--- config.mk ---
export PLATFORM = sky130hd
export DESIGN_NAME = fp_div_requester
export DESIGN_NICKNAME = d
export VERILOG_FILES = /design/src/rtl/fp_div_requester_pkg.sv /design/src/rtl/fp_pair_fifo.sv /design/src/rtl/fp_div_requester.sv
export SDC_FILE = /design/constraint.sdc
export NUM_CORES = 1
export LEC_CHECK = 0
export CAP_MARGIN = 20
export CORE_AREA = 3 3 136 138
export CTS_CLUSTER_SIZE = 30
export DETAILED_ROUTE_END_ITERATION = 6
export DIE_AREA = 0 0 139 141
export PLACE_DENSITY = 0.76
export SLEW_MARGIN = 40
export SYNTH_ARGS = -nofsm -noshare
export SYNTH_HDL_FRONTEND = slang
export SYNTH_HIERARCHICAL = 1
export SYNTH_SLANG_ARGS = --single-unit
--- constraint.sdc ---
create_clock -name clock -period 4.6 [get_ports clock]
set_input_delay 1.38 -clock clock [delete_from_list [all_inputs] [get_ports clock]]
set_output_delay 1.38 -clock clock [all_outputs]
set_load 0.005 [all_outputs]
--- src/rtl/fp_div_requester_pkg.sv ---
// Shared types and constants for the FP divide requester.
package fp_div_requester_pkg;

    localparam int unsigned WordWidth  = 32;
    localparam int unsigned DivLatency = 7;

    typedef enum logic [1:0] {
        StFlush,
        StIdle,
        StIssue,
        StWait
    } state_e;

endpackage

--- src/rtl/fp_pair_fifo.sv ---
// Synchronous FIFO holding (dividend, divisor) pairs awaiting issue.
module fp_pair_fifo
    import fp_div_requester_pkg::*;
#(
    parameter int unsigned DEPTH = 2,
    parameter int unsigned WIDTH = 2 * WordWidth
) (
    input  logic             clock,
    input  logic             reset,
    input  logic             push,
    input  logic [WIDTH-1:0] wdata,
    input  logic             pop,
    output logic [WIDTH-1:0] rdata,
    output logic             full,
    output logic             empty
);

    localparam int unsigned PtrW = (DEPTH > 1) ? $clog2(DEPTH) : 1;
    localparam int unsigned CntW = $clog2(DEPTH) + 1;

    logic [WIDTH-1:0] mem_q [DEPTH];
    logic [PtrW-1:0]  wr_ptr_q, rd_ptr_q;
    logic [CntW-1:0]  count_q;
    logic             do_push, do_pop;

    assign full    = (count_q == CntW'(DEPTH));
    assign empty   = (count_q == '0);
    assign do_push = push && !full;
    assign do_pop  = pop && !empty;
    assign rdata   = mem_q[rd_ptr_q];

    // Pointers wrap naturally because DEPTH is a power of two.
    always_ff @(posedge clock) begin
        if (reset) begin
            wr_ptr_q <= '0;
            rd_ptr_q <= '0;
            count_q  <= '0;
        end else begin
            if (do_push) wr_ptr_q <= wr_ptr_q + PtrW'(1);
            if (do_pop)  rd_ptr_q <= rd_ptr_q + PtrW'(1);
            if (do_push && !do_pop) begin
                count_q <= count_q + CntW'(1);
            end else if (!do_push && do_pop) begin
                count_q <= count_q - CntW'(1);
            end
        end
    end

    always_ff @(posedge clock) begin
        if (do_push) mem_q[wr_ptr_q] <= wdata;
    end

endmodule

--- src/rtl/fp_div_requester.sv ---
// Buffers operand pairs, drives the start/done FP divider handshake and
// returns quotients in order, with a watchdog against a hung divider.
module fp_div_requester
    import fp_div_requester_pkg::*;
#(
    parameter int unsigned FIFO_DEPTH     = 2,
    parameter int unsigned TIMEOUT_CYCLES = 16,
    parameter int unsigned FLUSH_CYCLES   = 8
) (
    input  logic                 clock,
    input  logic                 reset,
    input  logic                 in_valid,
    output logic                 in_ready,
    input  logic [WordWidth-1:0] in_dataa,
    input  logic [WordWidth-1:0] in_datab,
    output logic                 out_valid,
    input  logic                 out_ready,
    output logic [WordWidth-1:0] out_result,
    output logic                 div_clk_en,
    output logic [WordWidth-1:0] div_dataa,
    output logic [WordWidth-1:0] div_datab,
    input  logic [WordWidth-1:0] div_result,
    input  logic                 div_done,
    output logic                 timeout_err
);

    // A watchdog shorter than the divider latency would abort every operation.
    localparam int unsigned TimeoutLim =
        (TIMEOUT_CYCLES > DivLatency) ? TIMEOUT_CYCLES : DivLatency + 1;
    localparam int unsigned CntMax = (TimeoutLim > FLUSH_CYCLES) ? TimeoutLim : FLUSH_CYCLES;
    localparam int unsigned CntW   = $clog2(CntMax + 1);
    localparam logic [CntW-1:0] TimeoutVal = CntW'(TimeoutLim);
    localparam logic [CntW-1:0] FlushLast  = CntW'(FLUSH_CYCLES - 1);

    state_e                 state_q, state_d;
    logic [CntW-1:0]        cnt_q, cnt_d;
    logic [WordWidth-1:0]   dataa_q, dataa_d, datab_q, datab_d;
    logic [WordWidth-1:0]   result_q, result_d;
    logic                   valid_q, valid_d;
    logic                   err_q, err_d;
    logic                   fifo_push, fifo_pop, fifo_full, fifo_empty;
    logic [2*WordWidth-1:0] fifo_rdata;

    assign in_ready    = (state_q != StFlush) && !fifo_full;
    assign fifo_push   = in_valid && in_ready;
    assign div_clk_en  = (state_q == StIssue);
    assign div_dataa   = dataa_q;
    assign div_datab   = datab_q;
    assign out_valid   = valid_q;
    assign out_result  = result_q;
    assign timeout_err = err_q;

    fp_pair_fifo #(
        .DEPTH (FIFO_DEPTH),
        .WIDTH (2 * WordWidth)
    ) u_fifo (
        .clock (clock),
        .reset (reset),
        .push  (fifo_push),
        .wdata ({in_dataa, in_datab}),
        .pop   (fifo_pop),
        .rdata (fifo_rdata),
        .full  (fifo_full),
        .empty (fifo_empty)
    );

    always_comb begin
        state_d  = state_q;
        cnt_d    = cnt_q;
        dataa_d  = dataa_q;
        datab_d  = datab_q;
        result_d = result_q;
        valid_d  = valid_q;
        err_d    = err_q;
        fifo_pop = 1'b0;
        if (out_ready) valid_d = 1'b0;

        unique case (state_q)
            StFlush: begin
                if (cnt_q == FlushLast) begin
                    cnt_d   = '0;
                    state_d = StIdle;
                end else begin
                    cnt_d = cnt_q + CntW'(1);
                end
            end
            StIdle: begin
                cnt_d = '0;
                if (!fifo_empty && (!valid_q || out_ready)) begin
                    fifo_pop = 1'b1;
                    dataa_d  = fifo_rdata[2*WordWidth-1:WordWidth];
                    datab_d  = fifo_rdata[WordWidth-1:0];
                    state_d  = StIssue;
                end
            end
            StIssue: begin
                cnt_d   = '0;
                state_d = StWait;
            end
            StWait: begin
                // A done coincident with expiry still counts as success.
                if (div_done) begin
                    valid_d  = 1'b1;
                    result_d = div_result;
                    state_d  = StIdle;
                end else if (cnt_q == TimeoutVal) begin
                    err_d   = 1'b1;
                    cnt_d   = '0;
                    state_d = StFlush;
                end else begin
                    cnt_d = cnt_q + CntW'(1);
                end
            end
            default: begin
                cnt_d   = '0;
                state_d = StFlush;
            end
        endcase
    end

    always_ff @(posedge clock) begin
        if (reset) begin
            state_q  <= StFlush;
            cnt_q    <= '0;
            dataa_q  <= '0;
            datab_q  <= '0;
            result_q <= '0;
            valid_q  <= 1'b0;
            err_q    <= 1'b0;
        end else begin
            state_q  <= state_d;
            cnt_q    <= cnt_d;
            dataa_q  <= dataa_d;
            datab_q  <= datab_d;
            result_q <= result_d;
            valid_q  <= valid_d;
            err_q    <= err_d;
        end
    end

endmodule

==> results of run 1 <==
layer usage:
layer / part of all wire (%) / up-vias / track usage [%] / wire [um]
li1: - / 2859 / - / -
met1: 42 / 2776 / 24.3 / 8060
met3: 5.8 / 28 / 3.63 / 1110
met4: 1.9 / 0 / 4.99 / 367
met2: 50 / 178 / 32.8 / 9530
met5: 0 / - / 0 / 0
power groups by stage:
stage / sequential (uW) / clock (uW) / combinational (uW)
after floorplan: 2450 / 0 / 228
after global placement: 2450 / 0 / 414
after detailed placement: 2460 / 0 / 419
after CTS: 2410 / 1920 / 424
after global routing: 2420 / 2010 / 466
final: 2410 / 1870 / 418
critical path: stages (launching register included):
cell             delay (ns)
dfxtp_1                0.42
inv_1                  0.09
ha_1                   0.31
nor2_1                 0.18
clkdlybuf4s50_1        0.52
area by class of cell:
class / count / share of cell area, %
clock buffer: 38 / 6.13
clock inverter: 6 / 0.494
inverter: 10 / 0.322
multi-input combinational: 426 / 20.7
sequential: 238 / 51.9
tap: 225 / 2.42
timing repair buffer: 208 / 18.0
registers in the layout, indices dropped and copies added, names as in the netlist, named ones only:
register and count:
div_dataa 32, u_fifo/wr_ptr_q 1, state_q 2, u_fifo/count_q 2, timeout_err 1, out_valid 1
out_result 32, u_fifo/rd_ptr_q 1, cnt_q 5, u_fifo/mem_q 128, div_datab 32
path summary, 6_finish.rpt:
| kind | start | endpoint | slack (ns) | cells after the start |
|---|---|---|---|---|
| worst min-delay path | out_result[8] | out_result[8] | 0.45 | 2 |
| worst max-delay path | state_q[0] | in_ready | 1.20 | 4 |
| worst min register to register | out_result[8] | out_result[8] | 0.45 | 2 |
| worst max register to register | state_q[0] | u_fifo/mem_q[1][5] | 2.18 | 8 |
metrics by stage:
stage	instance area, um2	power, uW	util, %	cells
after floorplan	8690	2680	-	715
after global placement	10900	2860	62.7	1106
after detailed placement	10900	2880	62.9	1107
after CTS	11600	4760	67.3	1151
after global routing	11600	4890	67.3	1151
final	11600	4700	67.3	1151
logic make-up (layout without fill, tap and decap cells):
kind of cell               after synthesis  in the layout  share of synthesized area [%]
xor gates and xnor gates                 3              3                          0.302
AOI/OAI and AO/OA                      122            122                           7.41
adders and majority gates                7              7                           1.01
buffers and inverters                   51            262                           2.85
muxes                                   64             64                           8.29
DFF                                    238            238                           69.6
and+or+nand+nor                        230            230                           10.6
placed cells by master, fill, tap and decap left out, drive strengths merged:
cell,Yosys,final
ha,7,7
nand4,1,1
edfxtp,128,128
or3,5,5
buf,25,9
nor2,9,9
and3,1,1
bufinv,0,1
a22o,2,2
a21oi,108,108
clkinv,0,4
nand2b,1,1
a31oi,1,1
nor3,1,1
clkdlybuf4s50,0,199
nand3b,1,1
clkbuf,16,38
clkinvlp,0,1
nand4bb,1,1
nor2b,3,3
nand2,201,201
inv,10,10
o21ai,5,5
a2111oi,1,1
o31ai,1,1
dfxtp,110,110
xor2,3,3
mux2,64,64
a21o,1,1
a21bo,1,1
nand3,3,3
a31o,1,1
a311oi,1,1
and2,3,3
==> results by group, run 1 <==
Critical path
  – CP arrival: 2.02 ns
  – Critical path peak fanout: 8
  – Critical Path RT: ~3.2 ns
  – Critical Path End Type: output pin
  – CP Class: reg -> out
  – CP Launch Type: flip-flop

Logic synthesis
  – Sequential element share of the synthesized area: between 60% and 70%
  – Mapped Cells: 715
  – Async SR Flop Fraction: 0%
  – Yosys top cell area share: 44.2%
  – Synth Net Count: about 820
  – Top-count cell post-synth: nand2_1
  – Area contributors post-synth: edfxtp_1, dfxtp_1, nand2_1
  – Synth Register Bits: 238
  – Post-Syn Area: 8690 um2
  – Number of synthesized flops with an enable pin: 128
  – Post-synth top area cell: edfxtp_1
  – Warnings from Yosys: 6
  – Synth top cells by count: nand2_1, edfxtp_1, dfxtp_1
  – Prevailing post-synth register cell: edfxtp_1
  – Avg Inst Size Synth: 12.2 um2
  – Synth unique cells: 36

Clock network
  – Root Driver: clkbuf_16
  – CTS tree: done
  – Clock sink count: 238
  – Clock buffer depth: 3
  – Resize count post-CTS: 0
  – Total CTS buffers: 24
  – Clk slew on worst S/H paths: approximately 0.06 ns
  – Max H-tree Level: 1
  – Clk_lat worst skew: 0.50 ns
  – Hold_buf cts: 0
  – Post-CTS Setup Bufs: 0

STA
  – Setup tns final: 0 ns
  – Setup violations, final: 0
  – Max-slew violations: 0
  – Hold slack: 0.452 ns
  – Final setup margin: 1.20 ns
  – Max Freq: 294 MHz
  – Final min period: 3.40 ns
  – RSZ-0062 raised after global routing: no
  – Slew margin rel.: 46.9%
  – Crit share post-route: 73.8%
  – Final Skew: ~0.014 ns
  – Final hold vios: 0
  – Worst-Margin Slew: 0.797 ns

Floorplan
  – Die area: 19600 um2
  – Die W: 139 um
  – Top Ports: 201
  – Die Y: 141 um
  – Std cell rows: 48
  – Core ar.: 17300 um2
  – Initial Util: 50.3%

Job
  – Max Cap Viol: 0

Cells and area
  – Area delta synth->final: 34.0%
  – Nets: 1016
  – Multi-input gate area: between 2000 and 2500 um2
  – Layout cells sized above 1: around 13%
  – # diodes: 0
  – Fill count: 1306
  – Sequential cell area: 6050 um2

Place
  – Placement Setup Slack: 1.38 ns
  – Placer congestion estimate: 0.759
  – Port bufs: 200
  – DP Wirelength: 11.9 mm

Power and ir drop
  – P_sw: 998 uW
  – Int Power: around 3700 uW
  – Leakage: 0.00383 uW
  – Cell area power density: 403 nW/um2
  – Comb power frac: 8.9%
  – Seq pwr share: 51.3%
  – Clock power frac: 39.8%
  – IR drop worst, VDD: a little over 0.3 mV
  – Switch share: a little over a fifth

Global routing
  – Initial antenna violation count: 0
  – First-pass GRT wire length: 30.1 mm
  – Vias in the first global route: 5767
  – GR Overflow Total: 0
  – Largest net degree at the start of global routing: 99
  – Tot GR Track Use: 18.8%

Routing
  – Total length of routed wires: 19.1 mm
  – Starting DRC count in detailed routing: 367
  – Mean routed wirelength per cell: 16.6 um
  – TritonRoute pass-1 iters: 4
  – Antenna Nets Post-Route: 0
  – Via count: between 5k and 6k
  – DRC: 0
  – Vias/cell: around 5.1

Run status
  – Status: finished clean

Min path
  – Hold WC Path Type: reg -> reg
Note: power is estimated with default switching activity, not from simulation.
==> run 2, diff against run 1 <==
clock period = 3.44 ns   (was 4.6 ns; I/O delays follow)
==> run 2 against run 1 <==
- core utilization increased by 0.65 points
- register-to-register slack got worse by 1.3 ns
- non-clock buffer count increased by 2
- via count decreased by 0.38%
- worst setup slack got worse by 0.83 ns
- count of clock-buffer cells in the layout decreased by 5
- cell count increased by 0.17%
- hold slack about the same
- largest power group unchanged
==> results by group, run 2 (same netlist as run 1, synthesis figures left out) <==
Run status
  – Status: finished clean

Critical path
  – CP peak stage delay: 0.52 ns (about the same)
  – Critical Path RT: 2.41 ns (-0.81 ns)
  – Reg2reg path depth: 8 (unchanged)
  – Reg2reg setup slack: 0.91 ns (-1.27 ns)
  – CP Class: reg -> out
  – Critical path peak fanout: 8 (unchanged)
  – Crit path cell chain: inv_1 -> ha_1 -> nor2_1 -> clkdlybuf4s50_1
  – RR Endpoint: u_fifo/mem_q[0][53]
  – CP bufs+invs: 2 (unchanged)
  – CP startpoint: state_q[0]
  – CP Launch Type: flip-flop
  – Slowest-stage cell, CP: clkdlybuf4s50_1
  – CP arrival: 2.03 ns (about the same)
  – Top delay family on crit path: buffers and inverters
  – Critical Path End Type: output pin
  – Reg2reg start: state_q[0]

Floorplan
  – Die Y: 141 um (unchanged)
  – Die area: 19600 um2 (unchanged)
  – Core ar.: 17300 um2 (unchanged)
  – Top Ports: 201 (unchanged)
  – Initial Util: 50.3% (unchanged)
  – Std cell rows: 48 (unchanged)
  – Die W: 139 um (unchanged)

STA
  – RSZ-0062 raised after global routing: no
  – Hold slack: 0.452 ns (+0.000327 ns)
  – Final min period: 3.07 ns
  – Max Freq: 326 MHz
  – Final hold vios: 0 (unchanged)
  – Crit share post-route: 89.1%
  – Slew margin rel.: 48.7% (+1.8 points)
  – Setup tns final: 0 ns (unchanged)
  – Max-slew violations: 0 (unchanged)
  – Setup violations, final: 0 (unchanged)
  – Final Skew: 0.00681 ns (-0.00704 ns)
  – Worst-Margin Slew: 0.770 ns (-0.0271 ns)

Cells and area
  – Max reg flops: 128 (unchanged)
  – Layout cells sized above 1: 13.3% (+0.51 points)
  – Area delta synth->final: 35.3%
  – Nets: 1019 (+0.30%)
  – Finished Core Util: 68.0% (+0.65 points)
  – # diodes: 0 (unchanged)
  – Most frequent cells in the layout: nand2_1, clkdlybuf4s50_1, edfxtp_1
  – Largest reg by FF count: u_fifo/mem_q
  – Most common cell after layout, fill and taps aside: nand2_1

Clock network
  – Resize count post-CTS: 0 (unchanged)
  – Clock sink count: 238 (unchanged)
  – Post-CTS Setup Bufs: 0 (unchanged)
  – Max H-tree Level: 1 (unchanged)
  – Clk slew on worst S/H paths: 0.06 ns (about the same)
  – Total CTS buffers: 25 (+4.2%)
  – CTS tree: done
  – Clk_lat worst skew: 0.50 ns (about the same)
  – Hold_buf cts: 0 (unchanged)
  – Root Driver: clkbuf_16
  – Clock buffer depth: 3 (unchanged)

Min path
  – Hold Path Cell Cnt: 2 (unchanged)
  – Hold_sp: div_datab[18]
  – Worst hold endpoint: div_datab[18]
  – Hold WC Path Type: reg -> reg

Place
  – DP Wirelength: 12.2 mm (+2.2%)
  – Placer congestion estimate: 0.747 (-1.5%)
  – Port bufs: 200 (unchanged)

Power and ir drop
  – Seq pwr share: 49.3% (-2.0 points)
  – Cell area power density: 556 nW/um2 (+38%)
  – Clock power frac: 42.1% (+2.3 points)
  – P_sw: 1370 uW (+37%)
  – Comb power frac: 8.6% (-0.3 points)
  – IR drop worst, VDD: 0.399 mV (+28%)
  – Total power: 6540 uW (+39%)
  – Int Power: 5170 uW (+40%)
  – Switch share: 21.0% (-0.27 points)
  – Leakage: 0.00389 uW (+1.6%)

Global routing
  – Largest net degree at the start of global routing: 67 (-32%)
  – GR Overflow Total: 0 (unchanged)
  – First-pass GRT wire length: 30.7 mm (+2.2%)
  – Vias in the first global route: 5918 (+2.6%)
  – Initial antenna violation count: 1 (+1)
  – Tot GR Track Use: 19.2% (+0.42 points)

Routing
  – Vias/cell: 5.05 (-0.55%)
  – Starting DRC count in detailed routing: 266 (-28%)
  – Via count: 5819 (-0.38%)
  – Antenna Nets Post-Route: 0 (unchanged)
  – TritonRoute pass-1 iters: 4 (unchanged)
  – Total length of routed wires: 19.3 mm (+0.99%)
  – DRC: 0 (unchanged)
  – Mean routed wirelength per cell: 16.7 um (+0.81%)

Job
  – Max Cap Viol: 0 (unchanged)
[run 2: cell count changes in the layout (fill, tap and decap cells not counted), sizes merged]
cell      before  now
bufinv         1    3
clkbuf        38   33
clkinvlp       1    0
buf            9   11
clkinv         4    8
[run 2: worst register-to-register path: stages (launching register included)]
cell and delay [ns]:
dfxtp_1 0.43, inv_1 0.10, ha_1 0.32, nor2_1 0.17, and2_1 0.13, inv_1 0.06
or3_1 0.38, inv_2 0.26, buf_4 0.34
[run 2: cell type report]
cell class / count / area, um2
Tap cell: 225 / 282
Clock inverter: 11 / 124
Sequential cell: 238 / 6050
Timing Repair Buffer: 210 / 2120
Clock buffer: 33 / 737
Multi-Input combinational cell: 426 / 2410
Inverter: 10 / 37.5
Fill cell: 1307 / 5540
[run 2: through the flow]
| step | std cells | instance area (um2) | setup WS, ns |
|---|---|---|---|
| detailed placement | 1109 | 10900 | 0.471 |
| global placement | 1108 | 10900 | 0.483 |
| global route | 1153 | 11800 | 0.243 |
| CTS | 1153 | 11800 | 0.341 |
| finish | 1153 | 11800 | 0.374 |
| floorplan | 715 | 8690 | 0.174 |
[run 2: how the worst max path moves through the flow]
stage | end | slack [ns] | cells after the start
2_1_floorplan | u_fifo/mem_q[1][0] | 0.17 | 4
3_3_place_gp | u_fifo/mem_q[0][61] | 0.48 | 6
3_5_place_dp | u_fifo/mem_q[0][59] | 0.47 | 6
4_1_cts | in_ready | 0.34 | 4
5_1_grt | in_ready | 0.24 | 4
6_report | in_ready | 0.37 | 4
[run 2: power groups by stage]
stage | Combinational (uW) | Sequential (uW) | Clock, uW
after floorplan | 305 | 3280 | 0
after global placement | 553 | 3280 | 0
after detailed placement | 563 | 3290 | 0
after CTS | 567 | 3230 | 2820
after global routing | 621 | 3240 | 2930
final | 561 | 3220 | 2760
[run 2: per-layer routing]
layer,up-vias,part of all wire [%],global-route usage (%)
met5,-,0.068,0
met2,142,50,33.5
met3,31,4.7,4.10
li1,2867,-,-
met4,2,2.1,4.43
met1,2777,43,24.8
